**src/rtl/step_ctrl_pkg.sv**
```systemverilog
// Shared definitions for the single-step clock controller: mode encodings
// and default timing parameters.
package step_ctrl_pkg;

  typedef enum logic [1:0] {
    MODE_HALT  = 2'b00,
    MODE_RUN   = 2'b01,
    MODE_BREAK = 2'b10
  } mode_e;

  localparam int DEF_DIV_SLOW = 50_000_000;
  localparam int DEF_DIV_FAST = 100_000;
  localparam int DEF_DB_CYC   = 1_000_000;

  // Counter width able to hold values 0..n-1 (at least one bit).
  function automatic int cnt_width(input int n);
    return (n <= 2) ? 1 : $clog2(n);
  endfunction

endpackage

```
**src/rtl/step_clk_ctrl_debouncer.sv**
```systemverilog
// Push-button debouncer: the output follows the input only after the input
// has disagreed with it for DB_CYC consecutive cycles.
module debouncer
  import step_ctrl_pkg::*;
#(
  parameter int DB_CYC = DEF_DB_CYC
) (
  input  logic Clk,
  input  logic Reset,
  input  logic In,
  output logic Out
);

  localparam int CW = cnt_width(DB_CYC);

  logic [CW-1:0] cnt_q, cnt_d;
  logic          out_q, out_d;

  always_comb begin
    cnt_d = '0;
    out_d = out_q;
    if (In != out_q) begin
      if (cnt_q == CW'(DB_CYC - 1)) begin
        out_d = ~out_q;
      end else begin
        cnt_d = cnt_q + 1'b1;
      end
    end
  end

  always_ff @(posedge Clk) begin
    if (Reset) begin
      cnt_q <= '0;
      out_q <= 1'b0;
    end else begin
      cnt_q <= cnt_d;
      out_q <= out_d;
    end
  end

  assign Out = out_q;

endmodule

```
**src/rtl/step_clk_ctrl.sv**
```systemverilog
// Processor clock-enable generator: halt / free-run / breakpoint modes with
// debounced single-step button; replaces the free-running divider.
module step_clk_ctrl
  import step_ctrl_pkg::*;
#(
  parameter int DIV_SLOW = DEF_DIV_SLOW,
  parameter int DIV_FAST = DEF_DIV_FAST,
  parameter int DB_CYC   = DEF_DB_CYC
) (
  input  logic        Clk,
  input  logic        Reset,
  input  logic        BtnStep,
  input  logic        SwRun,
  input  logic        SwFast,
  input  logic        BrkEn,
  input  logic [31:0] BrkPC,
  input  logic [31:0] PC,
  output logic        ProcEn,
  output logic [1:0]  Mode,
  output logic [15:0] CycleCount
);

  localparam int DIV_MAX = (DIV_SLOW > DIV_FAST) ? DIV_SLOW : DIV_FAST;
  localparam int TW      = cnt_width(DIV_MAX);

  // Bit order: 0 = BtnStep, 1 = SwRun, 2 = SwFast
  logic [2:0] sync1_q, sync2_q;

  always_ff @(posedge Clk) begin
    if (Reset) begin
      sync1_q <= '0;
      sync2_q <= '0;
    end else begin
      sync1_q <= {SwFast, SwRun, BtnStep};
      sync2_q <= sync1_q;
    end
  end

  logic btn_s, run_s, fast_s;
  assign btn_s  = sync2_q[0];
  assign run_s  = sync2_q[1];
  assign fast_s = sync2_q[2];

  logic btn_db, btn_db_prev_q, step_req;

  debouncer #(.DB_CYC(DB_CYC)) u_btn_db (
    .Clk   (Clk),
    .Reset (Reset),
    .In    (btn_s),
    .Out   (btn_db)
  );

  assign step_req = btn_db & ~btn_db_prev_q;

  logic [TW-1:0] tick_q, tick_d, div_m1;
  logic          fast_prev_q, fast_chg, tick, tick_clr;

  assign div_m1   = fast_s ? TW'(DIV_FAST - 1) : TW'(DIV_SLOW - 1);
  assign fast_chg = fast_s ^ fast_prev_q;
  // A rate change restarts the period, so no tick may fire on the stale count.
  assign tick     = ~fast_chg && (tick_q == div_m1);

  always_comb begin
    tick_d = tick_q + 1'b1;
    if (fast_chg || tick_clr || tick) begin
      tick_d = '0;
    end
  end

  mode_e state_q, state_d;
  logic  proc_en_q, proc_en_d;
  logic  pc_hit;
  logic [15:0] cycle_q;

  assign pc_hit = BrkEn && (PC == BrkPC);

  always_comb begin
    state_d   = state_q;
    proc_en_d = 1'b0;
    tick_clr  = 1'b0;
    unique case (state_q)
      MODE_HALT: begin
        if (run_s) begin
          state_d  = MODE_RUN;
          tick_clr = 1'b1;
        end else if (step_req) begin
          proc_en_d = 1'b1;
        end
      end
      MODE_RUN: begin
        if (!run_s) begin
          state_d = MODE_HALT;
        end else if (tick && !proc_en_q) begin
          if (pc_hit) begin
            state_d = MODE_BREAK;
          end else begin
            proc_en_d = 1'b1;
          end
        end
      end
      MODE_BREAK: begin
        if (!run_s) begin
          state_d = MODE_HALT;
        end else if (step_req) begin
          proc_en_d = 1'b1;
          state_d   = MODE_RUN;
        end
      end
      default: state_d = MODE_HALT;
    endcase
    // Guarantees a single-cycle pulse even when a step is followed by a tick.
    if (proc_en_q) begin
      proc_en_d = 1'b0;
    end
  end

  always_ff @(posedge Clk) begin
    if (Reset) begin
      state_q       <= MODE_HALT;
      proc_en_q     <= 1'b0;
      cycle_q       <= '0;
      tick_q        <= '0;
      fast_prev_q   <= 1'b0;
      btn_db_prev_q <= 1'b0;
    end else begin
      state_q       <= state_d;
      proc_en_q     <= proc_en_d;
      cycle_q       <= cycle_q + 16'(proc_en_q);
      tick_q        <= tick_d;
      fast_prev_q   <= fast_s;
      btn_db_prev_q <= btn_db;
    end
  end

  assign ProcEn     = proc_en_q;
  assign Mode       = state_q;
  assign CycleCount = cycle_q;

endmodule

```
**config.mk**
```make
export PLATFORM = sky130hd
export DESIGN_NAME = step_clk_ctrl
export DESIGN_NICKNAME = d
export VERILOG_FILES = /design/src/rtl/step_ctrl_pkg.sv /design/src/rtl/step_clk_ctrl_debouncer.sv /design/src/rtl/step_clk_ctrl.sv
export SDC_FILE = /design/constraint.sdc
export NUM_CORES = 1
export LEC_CHECK = 0
export BUFFER_PORTS_ARGS = -buffer_cell sky130_fd_sc_hd__buf_2
export CAP_MARGIN = 5
export CORE_MARGIN = 3
export CORE_UTILIZATION = 25
export CTS_CLUSTER_SIZE = 20
export DETAILED_ROUTE_END_ITERATION = 8
export GPL_TIMING_DRIVEN = 0
export MAX_ROUTING_LAYER = met4
export PLACE_DENSITY_LB_ADDON = 0.05
export SYNTH_ARGS = -nofsm -noshare
export SYNTH_HDL_FRONTEND = slang
export SYNTH_SLANG_ARGS = --single-unit
```
**constraint.sdc**
```tcl
create_clock -name Clk -period 4.3 [get_ports Clk]
set_clock_uncertainty 0.15 [all_clocks]
set_input_delay 0.43 -clock Clk [delete_from_list [all_inputs] [get_ports Clk]]
set_output_delay 0.43 -clock Clk [all_outputs]
set_load 0.01 [all_outputs]
```
Word level (Yosys, flattened, before mapping)
Index checks and enable logic that the tools add are counted.

Word-level logic and storage cells: 58. Output and inout bits: 19. Flip-flop bits (word level): 74. Input bits: 70.

Mux-type cells: 17. Bitwise operators: 6. Add/subtract/negate cells: 3. Reduce and logical (&&, ||, !) cells: 12. Eq/ne operators: 10.

Operator list (number): 32-bit == test (1); 26-bit by 1-bit adder with 26-bit output (second input constant) (1); 26-bit == test (1); 26-bit 2-to-1 mux (1); 20-bit by 1-bit adder with 20-bit output (second input constant) (1); 20-bit == test (second input constant) (1); 16-bit by 1-bit adder with 16-bit output (1); 2-bit 2-to-1 mux (6); 3-bit != test (second input constant) (3); 1-bit 2-to-1 mux (8); 2-bit case mux with 3 select lines (1); 1-bit inverter (4); 4-bit AND reduction (1); 2-bit OR reduction (2); 1-bit logical AND (3); 1-bit case mux with 3 select lines (1); 3-bit OR reduction (1); 2-bit by 1-bit == test with 1-bit output (second input constant) (1); 2-bit == test (second input constant) (1); 2-bit zero test (1); 1-bit logical OR (2); 2-bit != test (second input constant) (1); 2-bit AND reduction (1); 1-bit bitwise AND (1); other kinds (3) (3).

Logic depth before layout (Yosys ltp)
Gate-level depths: netlist of run 1.

Depth in word-level cells: 7. Depth in mapped cells: 8. Mapped depth without buffers: 8.

By module
From an unflattened synthesis of run 1, not the netlist that was laid out.

Cells, all modules: 413. Area, all modules: 3703.6 um2.

Modules (own cells, without submodules): step_clk_ctrl (area each 2760.1 um2, seq. area each 1061.0 um2, times used 1, cells each 304); debouncer (area each 943.4 um2, seq. area each 420.4 um2, times used 1, cells each 109).

Least setup slack after synthesis of run 1
OpenSTA, ideal clock, no wires.

Path kind: register to register. Start point: register state_q[0] (netlist: Mode[0]). End point: register state_q[1] (netlist: Mode[1]). Arrival: 1728 ps. Stages on the path, launching flop included: 8. Buffers on the path: 0. Setup time: 71 ps. Period minus slack after synthesis: 1949 ps. Slack: 2351 ps. Required time: 4079 ps. Path through: dfxtp_1 inv_1 ha_1 nor2b_1 a31o_2 o31a_1 or3_1 a21oi_1.

Word-level cells in the longest chain between the ends: 3. Elaborated cells between the ends (all ways): 9. Classes of those cells: eq/ne: 6; mux: 1; reduce/logical: 2.

Ends and longest elaborated chain: start: declaration (RTL line step_clk_ctrl.sv:70) `mode_e state_q, state_d;`; start signal: assignment (RTL line step_clk_ctrl.sv:126) `state_q <= state_d;`; 2-bit by 1-bit == test with 1-bit output, or another cell as far along (RTL line step_clk_ctrl.sv:81) `unique case (state_q)`; 3-bit != test (no source line) or 2-bit != test (tied branches); 4-bit AND reduction (no source line).

Several ways; a longest one is shown, not always the timed one. A chain may end at the register's enable or synchronous reset.

Worst setup path in the final report of run 1
Start point: register tick_q[0]. End point: register tick_q[22].

Word-level cells in the longest chain between the ends: 4. Elaborated cells between the ends (all ways): 5. Classes of those cells: add/sub: 1; eq/ne: 1; reduce/logical: 3.

Ends and longest elaborated chain: start: declaration (RTL line step_clk_ctrl.sv:55) `logic [TW-1:0] tick_q, tick_d, div_m1;`; start signal: assignment (RTL line step_clk_ctrl.sv:129) `tick_q <= tick_d;`; branches (longest 4 deep; another with 26-bit by 1-bit adder with 26-bit output).

Several ways; the timed one is not identified.

==> summary.txt, run 1 <==
Yosys
  • Synth area leader: dfxtp_1
  • Synth cell count leaders: nor2_1, dfxtp_1, xnor2_1, xor2_1, nand2_1
  • Synthesized flop and latch total: 74
  • Yosys cell types: 41
  • Mapped Avg Cell Area: 8.78 um2
  • Cells after Synth: 426
  • Ys flop type: dfxtp_1
  • EDFF count, synth: 0
  • Most area-consuming cells after synthesis: dfxtp_1, xnor2_1, xor2_1
  • Synth async-reset ratio: 0
  • Sequential area share after synthesis: 0.396
  • Most common cell in the netlist: nor2_1
  • Syn. warnings: 0
  • Share of the synthesized area in the top cell type: 0.396
  • Mapped Area: 0.00374 mm2
  • Post-Synthesis Net Count: 504

Placed design
  • Dpl hpwl: 6880 um
  • # port buffers: 88
  • DP Cell Count: 698
  • Routability cong.: 0.775

Clock network
  • Max Root-Sink Buffers: 2
  • Hold_buf cts: 0
  • Post-CTS setup buffers: 0
  • TritonCTS clock tree: built
  • Later-pin clock latency in the skew report: 0.34 ns
  • CTS clock-pin slew for the worst setup and hold paths: 0.06 ns
  • Num CTS Buffers: 9
  • Clock Sink Count: 74
  • Clock root buffer master: clkbuf_16
  • Post-CTS Resized: 0
  • H-tree levels: 3

Finish
  • Final Util: 0.322
  • Nets: 603
  • Ant diodes: 0
  • Syn-to-layout area delta: 25.8%
  • Ratio of cells with drive above 1 in the final layout: 0.211
  • Non-filler cells, final: 714

Worst setup path
  • Critical Path Source Type: flip-flop
  • CP max-delay cell: dfxtp_1
  • Max stage delay on crit path: 0.38 ns
  • Crit-path most repeated cell: buf_2
  • CP required: 4.37 ns
  • Worst setup EP type: flip-flop
  • Arr. time, crit path: 2.35 ns
  • WS Path Type: flip-flop to flip-flop
  • Critical path fanouts, max: 10
  • Crit path cell chain: ha_1 -> and4_1 -> nand4_1 -> a2111oi_4 -> a2111o_1 -> buf_2 -> buf_2 -> nor2_1

Pwr
  • Leak: 1.80 nW
  • Max VDD drop: 0.166 mV
  • PD cells: 337 mW/mm2
  • Final Total Pwr: 1.59 mW

Timing
  • Setup TNS: 0 ns
  • Slew HR: 0.553
  • Final Hold Vio Count: 0
  • Min Tclk post-route: 2.28 ns
  • Fin crit share: 0.530
  • Final-report max-slew violation count: 0
  • Setup violations, final: 0
  • RSZ-0062 raised after global routing: false
  • Least-Margin Pin Slew: 0.665 ns
  • Max Clk Rate: 439 MHz

Status
  • Status: completed

Die
  • Rows: 44
  • Die area: 0.0165 mm2
  • Core area: 0.0146 mm2
  • Starting Density: 0.256
  • Die width: 128 um
  • I/O Pins: 89
  • Die height: 128 um

Detailed routing
  • Routed Antenna Nets: 0
  • DRC: 0
  • Routed WL: 8950 um
  • First DRT Iteration DRCs: 100
  • Vias: 3169
  • Via density: 4.44
  • Wirelength per Cell: 12.5 um
  • TritonRoute pass-1 iters: 4

Run
  • MaxCap Viol Count: 0

Global route
  • Vias in the first global route: 3172
  • GRT Util Overall: 0.117
  • Global route hottest layer: met2
  • Grt met2 use: 0.172
  • Total gr overflow: 0
  • Initial antenna violation count: 0
  • Met3 usage: 0.0229
  • Largest net degree at the start of global routing: 14
  • Met1 Use GR: 0.154
  • First-pass GRT wire length: 15000 um

Min path
  • Min-Delay Path Class: primary input to flip-flop
-- stage by stage --
step                      area [um2]  setup slack [ns]  hold slack [ns]
final                           4700              2.02            0.152
after detailed placement        4410              1.96            0.276
after global routing            4700              1.80            0.151
after floorplan                 3740              2.35            0.261
after global placement          4410              1.92            0.270
after CTS                       4700              1.96            0.137
-- critical path: cells and delay by family (launching register included) --
kind / cells / cell delay, ns
simple gates: 3 / 0.51
compound gates: 2 / 0.44
flops: 1 / 0.38
fa+ha+maj: 1 / 0.24
buf+inv: 2 / 0.43
-- sequential cells by signal (all words and copies together) (netlist names) --
signal	count
fast_prev_q	1
tick_q	26
sync2_q	3
Mode	2
u_btn_db.cnt_q	20
CycleCount	16
btn_db_prev_q	1
u_btn_db.Out	1
ProcEn	1
sync1_q	3
-- worst paths after layout --
check	start	end	slack (ns)	cells past startpoint
setup / recovery	tick_q[0]	tick_q[22]	2.02	8
hold / removal	SwRun	sync1_q[1]	0.15	2
setup reg to reg	tick_q[0]	tick_q[22]	2.02	8
hold reg to reg	u_btn_db.cnt_q[0]	u_btn_db.cnt_q[0]	0.29	1
-- logic make-up after synthesis --
family	count (synthesis)	synth area share
xor+xnor	88	0.206
simple gates	219	0.305
compound gates	19	0.0398
mux	3	0.00803
buf+inv	15	0.0184
fa+ha+maj	8	0.0268
flops	74	0.396
-- layer usage --
layer	wire length (um)	up-vias	share of wire
met5	0	-	0
met4	183	0	0.020
met3	537	12	0.060
met2	3830	77	0.43
met1	4390	1412	0.49
li1	-	1668	-
-- report_power, final --
part / total [mW] / switching [mW] / leakage (nW) / internal, mW
registers: 0.701 / 0.00743 / 0.598 / 0.694
clock network: 0.743 / 0.292 / 0.147 / 0.451
logic: 0.141 / 0.0721 / 1.06 / 0.0689
total: 1.59 / 0.372 / 1.80 / 1.21
-- cell usage in the layout (no fill, tap or decap), drive strengths merged, types with 2 or more instances in the layout --
| cell type | instances |
|---|---|
| buf | 93 |
| nor2 | 75 |
| dfxtp | 74 |
| xnor2 | 52 |
| xor2 | 36 |
| nand2 | 28 |
| nand3 | 26 |
| nand4 | 23 |
| clkbuf | 14 |
| nor2b | 13 |
| and3 | 10 |
| and4 | 10 |
| ha | 8 |
| nor4 | 8 |
| inv | 7 |
| a21oi | 5 |
| nand2b | 5 |
| nor3 | 4 |
| o21ai | 4 |
| or3 | 4 |
| clkinv | 4 |
| and2 | 3 |
| mux2i | 3 |
| nand3b | 2 |
| nor4b | 2 |
| and4bb | 2 |
| a31oi | 2 |
| a2111oi | 2 |
-- final cells by class --
class                   instances  area (um2)
plain buffers                   9        46.3
fillers                      1543        9880
multi-input cells             337        2190
flip-flops and latches         74        1480
repair buffers                 88         440
clock inverters                 6        66.3
clock buffers                  10         229
inverters                       6        22.5
well taps                     184         230
No activity file was read; power rests on OpenSTA's default activity.
==> inputs of run 2 (changes only) <==
--- a/config.mk
+++ b/config.mk
@@ -5,6 +5,7 @@
 export SDC_FILE = /design/constraint.sdc
 export NUM_CORES = 1
 export LEC_CHECK = 0
+export ABC_AREA = 1
 export BUFFER_PORTS_ARGS = -buffer_cell sky130_fd_sc_hd__buf_2
 export CAP_MARGIN = 5
 export CORE_MARGIN = 3
==> constraint.sdc (replaced) <==
create_clock -name Clk -period 2.4 [get_ports Clk]
set_clock_uncertainty 0.15 [all_clocks]
set_input_delay 0.24 -clock Clk [delete_from_list [all_inputs] [get_ports Clk]]
set_output_delay 0.24 -clock Clk [all_outputs]
set_load 0.01 [all_outputs]
==> summary.txt, run 2 <==
Yosys
  • Synth async-reset ratio: 0 (unchanged)
  • Yosys cell types: 37 (was 41)
  • Share of the synthesized area in the top cell type: 0.352 (was 0.396)
  • Post-Synthesis Net Count: 715 (was 504)
  • Cells after Synth: 637 (was 426)
  • EDFF count, synth: 0 (unchanged)
  • Post-Synth XOR/XNOR Area: 0.0374 (was 0.206)
  • Sequential area share after synthesis: 0.352 (was 0.396)
  • Synthesized flop and latch total: 74 (unchanged)
  • Post-Synth Adder-Cell Area: 0.0238 (was 0.0268)
  • Synth cell count leaders: nand2_1, inv_1, nor2_1, dfxtp_1, a21oi_1 (was nor2_1, dfxtp_1, xnor2_1, xor2_1, nand2_1)
  • Most area-consuming cells after synthesis: dfxtp_1, nand2_1, inv_1 (was dfxtp_1, xnor2_1, xor2_1)
  • Mapped Area: 0.00421 mm2 (was 0.00374 mm2)
  • Mapped Avg Cell Area: 6.62 um2 (was 8.78 um2)
  • Syn. warnings: 0 (unchanged)
  • Synth area leader: dfxtp_1 (unchanged)
  • Most common cell in the netlist: nand2_1 (was nor2_1)
  • Post-synthesis compound-gate area fraction: 0.0929 (was 0.0398)
  • Simple-gate portion of the synthesized area: 0.381 (was 0.305)
  • Dominant combinational cell family by area after synthesis: simple AND/OR/NAND/NOR gates (unchanged)
  • Post-synthesis mux area share: 0 (was 0.00803)
  • Ys flop type: dfxtp_1 (unchanged)

Pwr
  • Final Total Pwr: 3.17 mW (was 1.59 mW)
  • Switching fraction of total power: 0.247 (was 0.234)
  • P_int: 2.39 mW (was 1.21 mW)
  • Sequential power share: 0.405 (was 0.442)
  • PD cells: 600 mW/mm2 (was 337 mW/mm2)
  • Leak: 2.36 nW (was 1.80 nW)
  • Comb pwr share: 0.115 (was 0.089)
  • Net switching power: 0.782 mW (was 0.372 mW)
  • Max VDD drop: 0.201 mV (was 0.166 mV)
  • Clock power frac: 0.479 (was 0.469)

Worst setup path
  • CP max-delay cell: dfxtp_1 (unchanged)
  • WS Path Type: flip-flop to flip-flop (unchanged)
  • Setup crit start: ProcEn (was tick_q[0])
  • Crit path max-delay family: simple AND/OR/NAND/NOR gates (unchanged)
  • CP required: 2.52 ns (was 4.37 ns)
  • Crit path cell chain: ha_1 -> ha_1 -> nand2_1 -> nor2_2 -> nand2_1 -> nor3_2 -> nand2_1 -> inv_2 -> nand4_2 -> nor3_2 -> nand2_1 -> a21oi_1 (was ha_1 -> and4_1 -> nand4_1 -> a2111oi_4 -> a2111o_1 -> buf_2 -> buf_2 -> nor2_1)
  • Critical Path Source Type: flip-flop (unchanged)
  • RR Startpoint: ProcEn (was tick_q[0])
  • WP buf/inv: 1 (was 2)
  • Worst setup EP type: flip-flop (unchanged)
  • Arr. time, crit path: 2.21 ns (was 2.35 ns)
  • Max stage delay on crit path: 0.41 ns (was 0.38 ns)
  • Crit-path most repeated cell: nand2_1 (was buf_2)
  • Critical path fanouts, max: 4 (was 10)

Timing
  • Slew HR: 0.644 (was 0.553)
  • Fin crit share: 0.869 (was 0.530)
  • Final Hold Vio Count: 0 (unchanged)
  • Setup TNS: 0 ns (unchanged)
  • Max Clk Rate: 480 MHz (was 439 MHz)
  • Least-Margin Pin Slew: 0.535 ns (was 0.665 ns)
  • RSZ-0062 raised after global routing: false (unchanged)
  • Fin Hold WS: 0.191 ns (was 0.152 ns)
  • Final-report max-slew violation count: 0 (unchanged)
  • Setup violations, final: 0 (unchanged)
  • Min Tclk post-route: 2.09 ns (was 2.28 ns)
  • PnR worst setup slack: 0.315 ns (was 2.02 ns)

Clock network
  • H-tree levels: 3 (unchanged)
  • Post-CTS setup buffers: 0 (unchanged)
  • Max Root-Sink Buffers: 2 (unchanged)
  • Num CTS Buffers: 9 (unchanged)
  • Later-pin clock latency in the skew report: 0.34 ns (about the same)
  • Clock Sink Count: 74 (unchanged)
  • Clock root buffer master: clkbuf_16 (unchanged)
  • CTS clock-pin slew for the worst setup and hold paths: 0.06 ns (about the same)
  • TritonCTS clock tree: built (unchanged)

Global route
  • Initial antenna violation count: 0 (unchanged)
  • Vias in the first global route: 3838 (was 3172)
  • Met3 usage: 0.0192 (was 0.0229)
  • Global route hottest layer: met2 (unchanged)
  • Met1 Use GR: 0.156 (was 0.154)
  • Total gr overflow: 0 (unchanged)
  • Grt met2 use: 0.192 (was 0.172)
  • GRT Util Overall: 0.122 (was 0.117)
  • Largest net degree at the start of global routing: 14 (unchanged)
  • First-pass GRT wire length: 17600 um (was 15000 um)

Detailed routing
  • DRC: 0 (unchanged)
  • Routed WL: 10600 um (was 8950 um)
  • Via density: 4.19 (was 4.44)
  • Wirelength per Cell: 11.0 um (was 12.5 um)
  • TritonRoute pass-1 iters: 4 (unchanged)
  • Routed Antenna Nets: 0 (unchanged)
  • Vias: 4021 (was 3169)
  • First DRT Iteration DRCs: 123 (was 100)

Finish
  • Syn-to-layout area delta: 25.5% (was 25.8%)
  • Ant diodes: 0 (unchanged)
  • Commonest non-fill, non-tap cell in the layout: nand2_1 (was buf_2)
  • Ratio of cells with drive above 1 in the final layout: 0.226 (was 0.211)
  • Register with the most flip-flops: tick_q (unchanged)
  • Most frequent cells in the layout: nand2_1, inv_1, nor2_1 (was buf_2, nor2_1, dfxtp_1)
  • Nets: 816 (was 603)
  • Number of flip-flops in the largest register: 26 (unchanged)
  • Final Util: 0.327 (was 0.322)

Placed design
  • # port buffers: 87 (was 88)
  • Routability cong.: 0.829 (was 0.775)
  • Dpl hpwl: 8430 um (was 6880 um)
  • Place WS: 0.324 ns (was 1.96 ns)

Die
  • Die area: 0.0184 mm2 (was 0.0165 mm2)
  • Rows: 46 (was 44)
  • I/O Pins: 89 (unchanged)
  • Die width: 136 um (was 128 um)
  • Core area: 0.0162 mm2 (was 0.0146 mm2)
  • Starting Density: 0.261 (was 0.256)
  • Die height: 136 um (was 128 um)

Run
  • MaxCap Viol Count: 0 (unchanged)

Min path
  • Hold Crit Start: Reset (was SwRun)
  • Min-Delay Path Class: primary input to flip-flop (unchanged)

Status
  • Status: completed (unchanged)
-- run 2: worst paths after layout --
kind / to / slack (ns) / depth (start not counted)
worst max-delay path: CycleCount[14] / 0.31 / 12
worst min-delay path: CycleCount[0] / 0.19 / 2
worst max register to register: CycleCount[14] / 0.31 / 12
worst min register to register: sync2_q[0] / 0.26 / 2
-- run 2: cell type report --
cell class | count | area, um2
Inverter | 116 | 435
Buffer | 6 | 41.3
Clock inverter | 5 | 85.1
Sequential cell | 74 | 1480
Clock buffer | 11 | 253
Multi-Input combinational cell | 441 | 2260
Timing Repair Buffer | 90 | 465
Fill cell | 1800 | 10900
Tap cell | 216 | 270
-- run 2: timing repair --
| item | 4_1_cts | 5_1_grt |
|---|---|---|
| endpoints found under the hold margin | 3 | 0 |
| gates resized for setup | 0 | 0 |
| endpoints found under the setup margin | 0 | 0 |
| hold buffers | 3 | 0 |
-- run 2: logic make-up (layout without fill, tap and decap cells) --
| family | after synthesis | in the layout |
|---|---|---|
| and+or+nand+nor | 344 | 344 |
| buffers and inverters | 122 | 228 |
| DFF | 74 | 74 |
| xor gates and xnor gates | 18 | 18 |
| AOI/OAI and AO/OA | 71 | 71 |
| adders and majority gates | 8 | 8 |
-- run 2: routing by layer --
metal	part of all wire	wire, um	up-vias
met5	0	0	-
met4	0.016	174	0
met3	0.038	397	9
met2	0.45	4720	67
met1	0.50	5280	1758
li1	-	-	2187
-- run 2: power groups by stage --
stage,combinational [mW],sequential [mW],clock (mW)
after floorplan,0.222,1.31,0
after global placement,0.364,1.31,0
after detailed placement,0.369,1.31,0
after CTS,0.373,1.29,1.57
after global routing,0.429,1.29,1.61
final,0.366,1.29,1.52
-- run 2: through the flow --
step | cell area (um2) | instances
after floorplan | 4210 | 637
after global placement | 4920 | 940
after detailed placement | 4920 | 940
after CTS | 5290 | 959
after global routing | 5290 | 959
final | 5290 | 959
